**config.mk**
```make
export PLATFORM = sky130hd
export DESIGN_NAME = spi_slave_fl
export DESIGN_NICKNAME = d
export VERILOG_FILES = /design/src/rtl/spi_slave_fl.sv
export SDC_FILE = /design/constraint.sdc
export NUM_CORES = 1
export LEC_CHECK = 0
export BUFFER_PORTS_ARGS = -buffer_cell sky130_fd_sc_hd__buf_2
export CORE_AREA = 5 5 81 158
export DETAILED_ROUTE_END_ITERATION = 10
export DIE_AREA = 0 0 86 163
export PLACE_DENSITY_LB_ADDON = 0.3
export SYNTH_ARGS = -nofsm -noshare
export SYNTH_HDL_FRONTEND = slang
export SYNTH_SLANG_ARGS = --single-unit
```
**constraint.sdc**
```tcl
create_clock -name clk -period 8.26 [get_ports clk]
set_input_delay 0.413 -clock clk [delete_from_list [all_inputs] [get_ports clk]]
set_output_delay 0.413 -clock clk [all_outputs]
set_load 0.03 [all_outputs]
```
**src/rtl/spi_slave_fl.sv**
```systemverilog
// SPI flash responder: oversamples sclk/ss/mosi on clk, decodes a small flash
// command set and maps READ/PP onto a 32-bit memory port.
module spi_slave_fl #(
    parameter logic [31:0] DEVICE_ID   = 32'h00EF4018,
    parameter int unsigned SYNC_STAGES = 2
) (
    input  logic        clk,
    input  logic        rst,
    input  logic        sclk,
    input  logic        ss,
    input  logic        mosi,
    output logic        miso,
    output logic [23:0] mem_addr,
    output logic [31:0] mem_wdata,
    output logic        mem_rd,
    output logic        mem_wr,
    input  logic [31:0] mem_rdata,
    output logic        wel
);

    typedef enum logic [2:0] {
        IDLE, CMD, ADDR, WDATA, RD_REQ, RD_CAP, RESP, IGNORE
    } state_t;

    state_t                 state;
    logic [SYNC_STAGES-1:0] sclk_sync;
    logic [SYNC_STAGES-1:0] ss_sync;
    logic [SYNC_STAGES-1:0] mosi_sync;
    logic                   sclk_prev;
    logic                   ss_prev;
    logic                   sclk_s;
    logic                   ss_s;
    logic                   mosi_s;
    logic                   sclk_rise;
    logic                   sclk_fall;
    logic                   ss_rise;
    logic                   ss_fall;
    logic [4:0]             bit_cnt;
    logic [6:0]             cmd_sr;
    logic [22:0]            addr_sr;
    logic                   is_read;
    logic [31:0]            tx_shift;

    assign sclk_s    = sclk_sync[SYNC_STAGES-1];
    assign ss_s      = ss_sync[SYNC_STAGES-1];
    assign mosi_s    = mosi_sync[SYNC_STAGES-1];
    assign sclk_rise =  sclk_s & ~sclk_prev & ~ss_s;
    assign sclk_fall = ~sclk_s &  sclk_prev & ~ss_s;
    assign ss_rise   =  ss_s & ~ss_prev;
    assign ss_fall   = ~ss_s &  ss_prev;

    // ss synchronizer resets low: a frame cut by reset is not re-entered
    // until ss goes high and falls again.
    always_ff @(posedge clk or posedge rst) begin
        if (rst) begin
            sclk_sync <= '1;
            ss_sync   <= '0;
            mosi_sync <= '0;
            sclk_prev <= 1'b1;
            ss_prev   <= 1'b0;
            state     <= IDLE;
            bit_cnt   <= '0;
            cmd_sr    <= '0;
            addr_sr   <= '0;
            is_read   <= 1'b0;
            tx_shift  <= '0;
            miso      <= 1'b0;
            mem_addr  <= '0;
            mem_wdata <= '0;
            mem_rd    <= 1'b0;
            mem_wr    <= 1'b0;
            wel       <= 1'b0;
        end else begin
            sclk_sync <= {sclk_sync[SYNC_STAGES-2:0], sclk};
            ss_sync   <= {ss_sync[SYNC_STAGES-2:0], ss};
            mosi_sync <= {mosi_sync[SYNC_STAGES-2:0], mosi};
            sclk_prev <= sclk_s;
            ss_prev   <= ss_s;
            mem_rd    <= 1'b0;
            mem_wr    <= 1'b0;

            if (ss_rise) begin
                state    <= IDLE;
                bit_cnt  <= '0;
                tx_shift <= '0;
                miso     <= 1'b0;
            end else begin
                case (state)
                    IDLE: begin
                        if (ss_fall) begin
                            state   <= CMD;
                            bit_cnt <= '0;
                            miso    <= 1'b0;
                        end
                    end
                    CMD: begin
                        if (sclk_rise) begin
                            cmd_sr  <= {cmd_sr[5:0], mosi_s};
                            bit_cnt <= bit_cnt + 5'd1;
                            if (bit_cnt == 5'd7) begin
                                bit_cnt <= '0;
                                case ({cmd_sr, mosi_s})
                                    8'h06: begin wel <= 1'b1; state <= IGNORE; end
                                    8'h04: begin wel <= 1'b0; state <= IGNORE; end
                                    8'h05: begin
                                        tx_shift <= {24'b0, 6'b0, wel, 1'b0};
                                        state    <= RESP;
                                    end
                                    8'h9F: begin
                                        tx_shift <= DEVICE_ID;
                                        state    <= RESP;
                                    end
                                    8'h03: begin is_read <= 1'b1; state <= ADDR; end
                                    8'h02: begin is_read <= 1'b0; state <= ADDR; end
                                    default: state <= IGNORE;
                                endcase
                            end
                        end
                    end
                    ADDR: begin
                        if (sclk_rise) begin
                            addr_sr <= {addr_sr[21:0], mosi_s};
                            bit_cnt <= bit_cnt + 5'd1;
                            if (bit_cnt == 5'd23) begin
                                bit_cnt  <= '0;
                                mem_addr <= {addr_sr, mosi_s};
                                if (is_read) begin
                                    mem_rd <= 1'b1;
                                    state  <= RD_REQ;
                                end else begin
                                    state  <= WDATA;
                                end
                            end
                        end
                    end
                    WDATA: begin
                        if (sclk_rise) begin
                            mem_wdata <= {mem_wdata[30:0], mosi_s};
                            bit_cnt   <= bit_cnt + 5'd1;
                            if (bit_cnt == 5'd31) begin
                                bit_cnt <= '0;
                                if (wel) begin
                                    mem_wr <= 1'b1;
                                    wel    <= 1'b0;
                                end
                                state <= IGNORE;
                            end
                        end
                    end
                    RD_REQ: state <= RD_CAP;
                    RD_CAP: begin
                        tx_shift <= mem_rdata;
                        state    <= RESP;
                    end
                    RESP: begin
                        if (sclk_fall) begin
                            miso     <= tx_shift[0];
                            tx_shift <= {1'b0, tx_shift[31:1]};
                        end
                    end
                    IGNORE: miso <= 1'b0;
                    default: state <= IDLE;
                endcase
            end
        end
    end

endmodule

```
-- Word level (Yosys, flattened, before mapping)
Cells that the tools add are included.
- add/sub/neg operators: 1
- reduce and logical (&&, ||, !) cells: 19
- bitwise gates (word level): 11
- mux-type cells: 47
- equality and inequality tests: 30
- operator list (kind ; number):
    two-way mux 32 bit ; 4
    one-hot mux 32 bit (3 select lines) ; 1
    one-hot mux 32 bit (2 select lines) ; 1
    two-way mux 5 bit ; 8
    two-way mux 3 bit ; 9
    == test 8 x 3 -> 1 bit (second input constant) ; 3
    != test 3 bit (second input constant) ; 8
    one-hot mux 5 bit (4 select lines) ; 1
    one-hot mux 3 bit (6 select lines) ; 1
    two-way mux 1 bit ; 17
    == test 8 x 2 -> 1 bit (second input constant) ; 2
    AND reduction 5 bit ; 3
    == test 3 bit (second input constant) ; 4
    AND reduction 3 bit ; 4
    == test 5 bit (second input constant) ; 2
    == test 8 bit (second input constant) ; 1
    != test 2 bit (second input constant) ; 4
    AND reduction 8 bit ; 1
    nonzero test 4 bit ; 2
    AND reduction 7 bit ; 1
    nonzero test 7 bit ; 1
    AND 1 bit ; 6
    == test 3 x 2 -> 1 bit (second input constant) ; 2
    one-hot mux 1 bit (2 select lines) ; 3
    13 further kinds ; 19
- output and inout bits: 60
- input port bits: 37
- flip-flop bits (word level): 139
- word-level logic and storage cells: 125

-- Longest topological paths before layout
- depth after elaboration: 7
- mapped depth: 9
- gate-level depth less buffers: 8

-- Worst setup path before layout
Ideal clock, no wire load.
- kind: reg-to-reg
- from: register sclk_sync[1]
- to: register tx_shift[10]
- required time: 8.135 ns
- cell stages (with the launch flop): 7
- path slack: 6.341 ns
- data arrival time: 1.794 ns
- setup time: 0.125 ns
- buffers on the path: 1
- path through: dfstp_2 or3b_4 nand2_1 a211o_1 nand3b_2 buf_6 mux2_4
- cells in the longest elaborated chain, start to end: 5
- RTL lines (element ; RTL line ; RTL):
    from (decl) ; 26 ; logic [SYNC_STAGES-1:0] sclk_sync;
    from (signal assigned) ; 74 ; sclk_sync <= {sclk_sync[SYNC_STAGES-2:0], sclk};
    NOT 1 bit ; 48 ; assign sclk_fall = ~sclk_s & sclk_prev & ~ss_s;
    AND 1 bit (2 in series) ; 48 ;
    != test 3 bit (no line) ; - ;
    AND reduction 5 bit (no line) * ; - ;
    to (signal assigned) ; 106 ; tx_shift <= {24'b0, 6'b0, wel, 1'b0};
    to (signal assigned) ; 152 ; tx_shift <= mem_rdata;
    to (signal assigned) ; 158 ; tx_shift <= {1'b0, tx_shift[31:1]};
    to (decl) ; 42 ; logic [31:0] tx_shift;
Mark *: on every way between the ends. The rest lies on a longest branch, timed or not.
A chain may end at the register's enable or synchronous reset.

-- Final worst setup path
- from: register state[1]
- to: register tx_shift[30]
- cells in the longest elaborated chain, start to end: 3
- RTL lines (element ; RTL line ; RTL):
    from (decl) ; 25 ; state_t state;
    from (signal assigned) ; 61 ; state <= IDLE;
    from (signal assigned) ; 83 ; state <= IDLE;
    from (signal assigned) ; 91 ; state <= CMD;
    == test 3 x 1 -> 1 bit or == test 3 bit (tied branches) ; 88 ; case (state)
    != test 4 bit (no line), or another cell as far along ; - ;
    AND reduction 5 bit (no line) or two-way mux 32 bit (tied branches) ; - ;
Several ways; a longest one is shown, not always the timed one.

==> out/metrics.csv <==
metric,value,unit
status,finished clean,
critical_path.slowest_cell,nand3b_2,
ys.flop_type,dfrtp_1,
ys_top_cells_by_count,"dfrtp_1 (136), mux2_2 (77), mux2_4 (28)",
cp-endpoint,tx_shift[30],
fin_skew,0.01115,ns
power,2.089,mW
r2r-start,state[1],
r2r_slack,5.15,ns
gp_congestion,0.9444,
worst-path-max-fanout,32,
leakagePower,3.884,nW
peakVddDrop,0.0002140,V
syn_area,0.006186,mm²
rsz0062_at_grt,false,
avgSynthCellArea,13.60,µm²
met1_usage,24.30,%
drive_above_1_share,45.10,%
min_period_over_period,37.67,%
hold_slack,0.06054,ns
antenna_found_initial,0,
required,8.55,ns
powerDensity,284.6,mW/mm²
cts_root_buf,clkbuf_16,
maxSlewHeadroom,22.17,%
hp-class,in2async,
htreeDepth,4,
synth-edff-count,0,
grt_max_degree,80,
postCtsHoldBufs,0,
tritoncts,yes,
ys_warn_count,0,
crit_buf_inv,1,
p_seq_share,39.6,%
max_freq,0.3214,GHz
insertion_delay,0.41,ns
die_x,86,µm
cp-end-kind,flip-flop,
initial_core_util,53.51,%
grtUsageTotal,17.88,%
synth_top_area_share,55.02,%
num_io_pins,97,
dieArea,0.01402,mm²
nets,588,
drt-pass1-iter-count,5,
first_iter_violations,286,
via_per_inst,5.552,
tns,0,ns
startpoint_type,flip-flop,
cts_resized,0,
first_global_vias,4095,
clockBufferDepth,2,
drc_errors,0,
timing.rr.end,tx_shift[30],
crit_arrival,3.40,ns
use_met2,27.62,%
final_util,63.48,%
synth.most_common_cell,dfrtp_1,
clockPowerShare,36.1,%
multi_input_area,0.002519,mm²
ant_nets,0,
grt.busiest_layer,met2,
io_buffers,96,
hpwl,7576,µm
cp_num_cells,5,
hold_violations,0,
crit_type,reg2reg,
async_flop_share,100.0,%
p_comb_share,24.3,%
drv_cap,0,
synth_cell_types,59,
internal_power,1.437,mW
die_h,163,µm
routed_wl,11460,µm
syn2layout_area_growth,18.65,%
fillers,947,
finalCriticalPeriod,3.111,ns
grt_overflow,0,
drv_slew,0,
cts_setup_buffers,0,
swShare,31.20,%
p_switching,651.8,µW
cts_buffers,17,
grt.met3_usage,4.506,%
finalSetupViolations,0,
core,0.01156,mm²
crit_family,simple AND/OR/NAND/NOR gates,
startpoint,state[1],
syn-instance-count,455,
seq_area,0.003482,mm²
crit_chain,inv_1 -> nand2_1 -> a211o_1 -> nand3b_2 -> mux2_1,
syn_nets,495,
yosysSeqAreaShare,56.29,%
yosysTopAreaCell,dfrtp_1,
critPathMaxStageDelay,0.83,ns
ff2ff_path_depth,5,
clk_pin_slew,0.06,ns
grt_pass1_wl,20130,µm
routedWlPerCell,16.23,µm
num_rows,56,
clock-sinks,139,
ys_seq_elements,139,
diodes,0,
vias,3920,
synth.area.top_cells,"dfrtp_1 (55%), mux2_2 (14%), mux2_4 (6.8%), a22o_1 (2.8%), mux2_1 (2.2%)",
worst_pin_slew,1.161,ns
power by group through the flow:
stage / Sequential (mW) / Combinational, mW / Clock, mW
2_1_floorplan: 0.813 / 0.444 / 0
3_3_place_gp: 0.835 / 0.495 / 0
3_5_place_dp: 0.836 / 0.503 / 0
4_1_cts: 0.826 / 0.505 / 0.774
5_1_grt: 0.839 / 0.550 / 0.811
6_report: 0.828 / 0.507 / 0.754
stage by stage:
stage	setup WS (ns)	cells	instance area (µm²)
after floorplan	4.127	455	6186
after global placement	5.248	674	6743
after detailed placement	5.218	674	6743
after CTS	5.178	706	7340
after global routing	4.927	706	7340
final	5.149	706	7340
routing by layer:
metal	part of all wire, %	vias up	wire (µm)
li1	-	1854	-
met5	0	-	0
met4	1.7	0	200
met3	4.7	19	542
met2	49	106	5593
met1	45	1941	5124
worst register-to-register path, cell delays in order, from the launching register on:
cell and delay [ns]:
dfrtp_1 0.76, inv_1 0.19, nand2_1 0.38, a211o_1 0.19, nand3b_2 0.83, mux2_1 0.66
logic make-up (layout without fill, tap and decap cells):
family	count (synthesis)	in the layout	synth area share, %
simple gates	74	74	7.180
fa+ha+maj	3	3	0.6069
compound gates	82	82	9.466
buf+inv	37	143	2.993
xor+xnor	1	1	0.1416
mux	119	119	23.32
flops	139	139	56.29
cell usage in the layout, fill, tap and decap left out, drive strengths merged, types with 2 or more instances in the layout:
master and count:
nor4b 2, nand3b 2, bufinv 2, clkbuf 19
nor2 15, o22ai 11, mux2i 2, mux2 117
a211o 3, o211ai 2, nor3 7, nand2b 4
o21ai 9, nand3 5, o32a 2, dfstp 3
a31oi 3, clkinv 5, a21oi 17, buf 101
inv 15, or2 2, nor2b 2, a22oi 3
or3b 2, nor4 2, a21o 2, dfrtp 136
nand4b 2, ha 3, nor3b 4, o41ai 2
o31ai 3, a22o 20, nand2 17
cell type report:
cell class              instances  share of cell area, %
clock buffers                  19                  6.035
well taps                     145                  2.472
inverters                      10                 0.5796
flip-flops and latches        139                  47.44
clock inverters                13                  2.097
multi-input cells             279                  34.32
repair buffers                101                  7.058
sequential cells by signal, summed over array words and instances, names as in the netlist, 2 cells and up:
signal	flops
addr_sr	23
bit_cnt	5
cmd_sr	7
mem_addr	24
mem_wdata	32
mosi_sync	2
sclk_sync	2
ss_sync	2
state	3
tx_shift	32
worst min-delay path by stage:
| stage | startpoint | end | slack (ns) | cells after the start |
|---|---|---|---|---|
| 3_5_place_dp | mosi_sync[0] | mosi_sync[1] | 0.34 | 0 |
| 2_1_floorplan | mosi_sync[0] | mosi_sync[1] | 0.33 | 0 |
| 3_3_place_gp | mosi_sync[0] | mosi_sync[1] | 0.33 | 0 |
| 5_1_grt | rst | mem_wdata[31] | 0.08 | 2 |
| 4_1_cts | rst | mem_wdata[28] | 0.06 | 2 |
| 6_report | rst | mem_addr[15] | 0.06 | 2 |
No activity file was read; power rests on OpenSTA's default activity.
